### config.mk
export PLATFORM = sky130hd
export DESIGN_NAME = lcd1602_ctrl
export DESIGN_NICKNAME = d
export VERILOG_FILES = /design/src/rtl/lcd1602_ctrl.sv
export SDC_FILE = /design/constraint.sdc
export NUM_CORES = 1
export LEC_CHECK = 0
export CORE_ASPECT_RATIO = 0.75
export CORE_MARGIN = 2
export CORE_UTILIZATION = 64
export CTS_CLUSTER_SIZE = 8
export DETAILED_ROUTE_END_ITERATION = 16
export GPL_ROUTABILITY_DRIVEN = 0
export PLACE_DENSITY = 0.93
export SLEW_MARGIN = 10
export SYNTH_ARGS = -nofsm -noshare
export SYNTH_HDL_FRONTEND = slang
export SYNTH_SLANG_ARGS = --single-unit
### constraint.sdc
create_clock -name clk -period 7.4 [get_ports clk]
set_clock_uncertainty 0.1 [all_clocks]
set_input_delay 2.22 -clock clk [delete_from_list [all_inputs] [get_ports clk]]
set_output_delay 2.22 -clock clk [all_outputs]
set_load 0.01 [all_outputs]
### src/rtl/lcd1602_ctrl.sv
// HD44780 (LCD1602) 8-bit write scheduler: power-up wait, fixed init sequence, then a 4-deep request FIFO.
// Optional cursor tracking with automatic line wrap is enabled by defining LCD1602_CURSOR_TRACK_EN.
module lcd1602_ctrl #(
    parameter int PWRUP_CYC = 750000,
    parameter int SETUP_CYC = 4,
    parameter int E_CYC     = 256,
    parameter int HOLD_CYC  = 4,
    parameter int EXEC_CYC  = 2500,
    parameter int CLR_CYC   = 100000
) (
    input  logic       clk,
    input  logic       rst,
    input  logic       wr_valid,
    output logic       wr_ready,
    input  logic       wr_rs,
    input  logic [7:0] wr_data,
    output logic       init_done,
    output logic       busy,
    output logic [7:0] lcd_dat,
    output logic       lcd_rs,
    output logic       lcd_rw,
    output logic       lcd_en
);

    localparam logic [31:0] L_PWRUP = 32'(PWRUP_CYC - 1);
    localparam logic [31:0] L_SETUP = 32'(SETUP_CYC - 1);
    localparam logic [31:0] L_E     = 32'(E_CYC - 1);
    localparam logic [31:0] L_HOLD  = 32'(HOLD_CYC - 1);
    localparam logic [31:0] L_EXEC  = 32'(EXEC_CYC - 1);
    localparam logic [31:0] L_CLR   = 32'(CLR_CYC - 1);

    typedef enum logic [2:0] {
        S_PWRUP, S_INIT_LD, S_IDLE, S_SETUP, S_EN_HI, S_HOLD, S_WAIT
    } state_t;

    state_t      r_state;
    logic [31:0] r_cnt;
    logic [1:0]  r_step;
    logic        r_init_done;
    logic [7:0]  r_lcd_dat;
    logic        r_lcd_rs;
    logic        r_lcd_en;

    logic [8:0]  r_fifo [4];
    logic [1:0]  r_wptr;
    logic [1:0]  r_rptr;
    logic [2:0]  r_count;

    logic        w_push;
    logic        w_pop;
    logic        w_ins_pend;
    logic        w_long;
    logic [31:0] w_wait_last;
    logic [7:0]  w_init_cmd;

`ifdef LCD1602_CURSOR_TRACK_EN
    logic [4:0]  r_col;
    logic        r_ins_pend;
    logic [7:0]  r_ins_dat;
    assign w_ins_pend = r_ins_pend;
`else
    assign w_ins_pend = 1'b0;
`endif

    assign wr_ready    = (r_count != 3'd4);
    assign w_push      = wr_valid && wr_ready;
    // A pending line-wrap instruction takes the load slot ahead of the FIFO head.
    assign w_pop       = (r_state == S_IDLE) && r_init_done && (r_count != 3'd0) && !w_ins_pend;
    assign busy        = !((r_state == S_IDLE) && (r_count == 3'd0));
    assign w_long      = !r_lcd_rs && (r_lcd_dat[7:2] == 6'd0) && (r_lcd_dat[1:0] != 2'd0);
    assign w_wait_last = w_long ? L_CLR : L_EXEC;

    assign init_done = r_init_done;
    assign lcd_dat   = r_lcd_dat;
    assign lcd_rs    = r_lcd_rs;
    assign lcd_en    = r_lcd_en;
    assign lcd_rw    = 1'b0;

    always_comb begin
        w_init_cmd = 8'h38;
        case (r_step)
            2'd0: w_init_cmd = 8'h38;
            2'd1: w_init_cmd = 8'h0C;
            2'd2: w_init_cmd = 8'h06;
            2'd3: w_init_cmd = 8'h01;
            default: w_init_cmd = 8'h38;
        endcase
    end

    always_ff @(posedge clk) begin
        if (w_push) r_fifo[r_wptr] <= {wr_rs, wr_data};
    end

    always_ff @(posedge clk or posedge rst) begin
        if (rst) begin
            r_state     <= S_PWRUP;
            r_cnt       <= '0;
            r_step      <= '0;
            r_init_done <= 1'b0;
            r_lcd_dat   <= '0;
            r_lcd_rs    <= 1'b0;
            r_lcd_en    <= 1'b0;
            r_wptr      <= '0;
            r_rptr      <= '0;
            r_count     <= '0;
`ifdef LCD1602_CURSOR_TRACK_EN
            r_col       <= '0;
            r_ins_pend  <= 1'b0;
            r_ins_dat   <= '0;
`endif
        end else begin
            if (w_push) r_wptr <= r_wptr + 2'd1;
            if (w_pop)  r_rptr <= r_rptr + 2'd1;
            case ({w_push, w_pop})
                2'b10:   r_count <= r_count + 3'd1;
                2'b01:   r_count <= r_count - 3'd1;
                default: ;
            endcase

            case (r_state)
                S_PWRUP: begin
                    if (r_cnt == L_PWRUP) begin
                        r_cnt   <= '0;
                        r_state <= S_INIT_LD;
                    end else r_cnt <= r_cnt + 32'd1;
                end
                S_INIT_LD: begin
                    r_lcd_rs  <= 1'b0;
                    r_lcd_dat <= w_init_cmd;
                    r_state   <= S_SETUP;
                end
                S_IDLE: begin
                    if (r_init_done && (r_count != 3'd0)) begin
`ifdef LCD1602_CURSOR_TRACK_EN
                        if (r_ins_pend) begin
                            r_lcd_rs   <= 1'b0;
                            r_lcd_dat  <= r_ins_dat;
                            r_ins_pend <= 1'b0;
                        end else begin
                            {r_lcd_rs, r_lcd_dat} <= r_fifo[r_rptr];
                        end
`else
                        {r_lcd_rs, r_lcd_dat} <= r_fifo[r_rptr];
`endif
                        r_state <= S_SETUP;
                    end
                end
                S_SETUP: begin
                    if (r_cnt == L_SETUP) begin
                        r_cnt    <= '0;
                        r_lcd_en <= 1'b1;
                        r_state  <= S_EN_HI;
                    end else r_cnt <= r_cnt + 32'd1;
                end
                S_EN_HI: begin
                    if (r_cnt == L_E) begin
                        r_cnt    <= '0;
                        r_lcd_en <= 1'b0;
                        r_state  <= S_HOLD;
                    end else r_cnt <= r_cnt + 32'd1;
                end
                S_HOLD: begin
                    if (r_cnt == L_HOLD) begin
                        r_cnt   <= '0;
                        r_state <= S_WAIT;
                    end else r_cnt <= r_cnt + 32'd1;
                end
                S_WAIT: begin
                    if (r_cnt == w_wait_last) begin
                        r_cnt <= '0;
`ifdef LCD1602_CURSOR_TRACK_EN
                        // Column 15->16 wraps to line 2, 31->32 wraps back to line 1.
                        if (r_lcd_rs) begin
                            if (r_col == 5'd15) begin
                                r_col      <= 5'd16;
                                r_ins_pend <= 1'b1;
                                r_ins_dat  <= 8'hC0;
                            end else if (r_col == 5'd31) begin
                                r_col      <= 5'd0;
                                r_ins_pend <= 1'b1;
                                r_ins_dat  <= 8'h80;
                            end else r_col <= r_col + 5'd1;
                        end else if (w_long) begin
                            r_col <= 5'd0;
                        end else if (r_lcd_dat[7]) begin
                            r_col <= {r_lcd_dat[6], r_lcd_dat[3:0]};
                        end
`endif
                        if (r_init_done) begin
                            r_state <= S_IDLE;
                        end else if (r_step == 2'd3) begin
                            r_init_done <= 1'b1;
                            r_state     <= S_IDLE;
                        end else begin
                            r_step  <= r_step + 2'd1;
                            r_state <= S_INIT_LD;
                        end
                    end else r_cnt <= r_cnt + 32'd1;
                end
                default: r_state <= S_PWRUP;
            endcase
        end
    end

endmodule

==> Word-level counts from Yosys, hierarchy flattened <==
Memories as Yosys holds them, arrays and structs flattened.
Cells that the tools add are included.
{ "word_totals": {"reg_bits": 55, "ram_bits": 36, "inputBits": 12, "elab_cells": 94, "n_memories": 1} }
{ "classes": {"n_addsub": 6, "n_eq_ne": 22, "n_mux": 28, "bitwise": 2, "reduce_logical": 25} }
{ "mem_list": {"columns": ["name", "words", "width", "read_ports", "rd_clocked_by_memory_dff", "wr", "line_no", "rtl"], "rows": [
  ["r_fifo", 4, 9, 1, 0, 1, "44", "logic [8:0] r_fifo [4];"]
]} }
{ "op_table": {"columns": ["cell", "count"], "rows": [
  ["$mux W32", 4],
  ["$pmux W32 S4", 1],
  ["$add A32 B1 Y32 const B", 1],
  ["$eq A32 B17 Y1", 1],
  ["$eq A32 B2 Y1 const B", 1],
  ["$eq A32 B20 Y1 const B", 1],
  ["$eq A32 B8 Y1 const B", 1],
  ["$pmux W8 S4", 1],
  ["$pmux W3 S7", 1],
  ["$mux W3", 6],
  ["$mux W17", 1],
  ["$pmux W8 S2", 1],
  ["$ne A2 B2 Y1 const B", 5],
  ["$eq A3 B3 Y1 const B", 3],
  ["$mux W8", 1],
  ["$reduce_bool A2 Y1", 4],
  ["$logic_and A1 B1 Y1", 7],
  ["$mux W1", 7],
  ["$add A2 B1 Y2 const B", 3],
  ["$eq A2 B2 Y1 const B", 3],
  ["$eq A3 B2 Y1 const B", 2],
  ["$logic_not A3 Y1", 2],
  ["$logic_not A6 Y1", 1],
  ["$pmux W3 S2", 1],
  ["other kinds (18)", 24]
]} }

==> Logic depth before layout (Yosys ltp) <==
{ "logic_depth": {"word_depth": 7, "mapped_depth": 11} }

==> Worst setup path after synthesis <==
OpenSTA, ideal clock, no wires.
{ "synth_path": {"path_kind": "reg2out", "startpoint": "register r_state[1]", "endpoint": "output port busy", "arrival_ns": 1.403, "setup_slack_ns": 3.677, "path_stages_with_launch": 6, "cell_sequence": "dfrtp_1 > clkbuf_1 > inv_1 > nor3_1 > buf_1 > nand2_1"} }
{ "synth_via": {"elab_chain_len": 3} }
{ "synth_lines": {"columns": ["element", "line_no", "rtl"], "rows": [
  ["from (decl)", "36", "state_t r_state;"],
  ["from (signal assigned)", "96", "r_state <= S_PWRUP;"],
  ["from (signal assigned)", "124", "r_state <= S_INIT_LD;"],
  ["from (signal assigned)", "130", "r_state <= S_SETUP;"],
  ["$eq A3 B2 Y1", "69", "assign busy = !((r_state == S_IDLE) && (r_count == 3'd0));"],
  ["$logic_and A1 B1 Y1", "69", null],
  ["$logic_not A1 Y1", "69", null],
  ["to (decl)", "18", "output logic busy,"]
]} }
Every way passes these cells.

==> Worst setup path after layout <==
Same ends and word-level chain as after synthesis.

==> flow_summary.ini <==
[setup_path]
crit_path_cell_trace = inv_1 > nor3_1 > buf_4 > nand2_1 > clkdlybuf4s50_1
crit_path_end_kind = output port
cp_max_fo = 11
slowest_delay_ns = 0.51
rrSetupSlack_ns = 4.38
cpLargestDelayFamily = buffers and inverters
worstPathRequired_ns = 5.08
crit_path_start_kind = flip-flop
critPathArrivalTime_ns = 1.99
crit_buf_inv = 3
critPathSlowestCell = dfrtp_1
path_class = reg2out

[route]
wl_per_cell_um = 18.88
drt_first_pass_iters = 6
drt-initial-drc-count = 468
detail-route-antenna-nets = 0
drc = 0
vias = 3518
vias_per_cell = 6.443
wirelength_um = 10310

[clock_network]
cts_tree = done
cts_buffer_depth = 2
cts_buffers = 9
insertion_delay_ns = 0.36
numClockSinks = 91
cts_resized = 0
cts.clk_slew.worst_paths_ns = 0.09
root_buffer = clkbuf_8
holdBufCountCts = 0
h-tree-depth = 3
post_cts_buffers = 0

[yosys]
avgSynthCellArea_um2 = 11.22
synth_seq_cells = 91
synth_cells = 425
seq_area_frac_synth = 0.5154
async_reset_ff_frac = 0.6044
netlist_top_cells_area = dfrtp_1, edfxtp_1, mux4_2
yosys.area.top_type = dfrtp_1
synth_top_area_frac = 0.2886
synthesis.area_um2 = 4768
yosys-top-cells-count = dfrtp_1, nand2_1, edfxtp_1
syn_nets = 448
yosysMostFrequentCell = dfrtp_1
synth-edff-count = 36
ys.flop_type = dfrtp_1
ys_types = 58
synth_warnings = 0

[global_routing]
overflow = 0
grt_pass1_vias = 3445
grt_max_degree = 56
antenna_found_initial = 0
grt_pass1_wl_um = 17230
grt_use_total = 0.2722

[power_and_ir_drop]
p_int_uw = 824.6
p_leak_uw = 0.001993
total_power_uw = 1096
p_comb_frac = 0.108
p_sw_uw = 271.2
power_frac_seq = 0.552
p_sw_frac = 0.2475
power_density_nw_per_um2 = 208.9
ir_worst_vdd_mv = 0.1953
clkPwrFrac = 0.340

[placement]
hpwl_um = 7075
dp.cells = 530
io_buffers = 24

[floorplanning]
die_h_um = 78.75
coreArea_um2 = 7297
fp.dieW_um = 103.7
start_util = 0.6535
rows = 27
io_pins = 26
fp.dieArea_um2 = 8164

[timing]
hold_ws_ns = 0.4143
max_freq_mhz = 232.2
finalMaxSlewViolations = 0
worstMarginPinSlew_ns = 1.041
tns_ns = 0
period_share = 0.5820
period_minus_slack_ns = 4.306
rsz0062_at_grt = no
hold_violations = 0
setup_viol = 0
slew_headroom = 0.3037

[final_layout]
drive_gt1_frac = 0.1416
final-instance-count-excl-fill = 546
fin_nets = 463
num_antenna_cells = 0
synthToLayoutAreaGrowth_pct = 9.997

[worst_hold_path]
hold_class = reg2reg

[run_status]
status = complete, no violations

[run]
cap_violations = 0
==> power groups by stage <==
stage | sequential (µW) | clock [µW] | combinational, µW
floorplan | 608 | 0 | 78.5
global placement | 611 | 0 | 108
detailed placement | 616 | 0 | 119
CTS | 605 | 376 | 119
global route | 611 | 396 | 134
finish | 605 | 373 | 118
==> area by class of cell <==
type                            count  area (µm²)
Clock buffer                       10       127.6
Clock inverter                      6       95.09
Fill cell                         482        2052
Inverter                           21       78.83
Multi-Input combinational cell    290        2097
Sequential cell                    91        2457
Tap cell                          101       126.4
Timing Repair Buffer               27       262.8
==> state kept, by name (all words and copies together), names as in the netlist <==
name       flops
r_fifo        36
r_cnt         32
lcd_dat        8
r_count        3
r_state        3
r_rptr         2
r_step         2
r_wptr         2
init_done      1
lcd_en         1
lcd_rs         1
==> layer usage <==
metal	routed length [µm]	vias up	global-route usage	part of all wire
li1	-	1570	-	-
met4	320	0	0.1081	0.031
met5	0	-	0	0
met2	4774	219	0.4272	0.46
met1	4203	1685	0.3707	0.41
met3	1008	44	0.06979	0.098
==> worst paths after layout <==
kind | startpoint | endpoint | depth (start not counted)
hold / removal | lcd_en | lcd_en | 1
max in group asynchronous | rst | r_cnt[28] | 3
hold reg to reg | lcd_en | lcd_en | 1
setup reg to reg | r_cnt[0] | r_cnt[16] | 7
min in group asynchronous | rst | r_wptr[0] | 3
setup / recovery | r_state[1] | busy | 5
==> cell usage in the layout, fill, tap and decap left out, types with 5 or more instances in the layout <==
cell type	instances
nand3_1	22
or3_1	6
ha_1	10
xor2_1	14
xnor2_1	10
dfrtp_1	55
clkdlybuf4s50_1	24
mux2i_1	9
nor3_1	10
a21oi_1	18
nor2_1	26
nand2_1	40
o21ai_2	11
inv_1	20
clkbuf_8	9
nor4_1	5
nor4_2	6
nand4_1	8
mux4_2	9
o21ai_0	25
and3_1	8
edfxtp_1	36
==> through the flow <==
stage | instance area (µm²) | setup WS (ns) | util
after floorplan | 4768 | 3.677 | -
after global placement | 5022 | 3.393 | 0.6883
after detailed placement | 5022 | 3.303 | 0.6883
after CTS | 5245 | 3.098 | 0.7188
after global routing | 5245 | 2.990 | 0.7188
final | 5245 | 3.094 | 0.7188
==> logic make-up (layout without fill, tap and decap cells) <==
family | count (synthesis) | count (layout) | share of synthesized area
compound gates | 78 | 78 | 0.1115
xor+xnor | 24 | 24 | 0.04408
fa+ha+maj | 11 | 11 | 0.03044
mux | 21 | 21 | 0.06849
other cells | 1 | 1 | 0.0007864
simple gates | 155 | 155 | 0.1837
buf+inv | 44 | 64 | 0.04566
flops | 91 | 91 | 0.5154
Power figures use the tool's default switching activity.
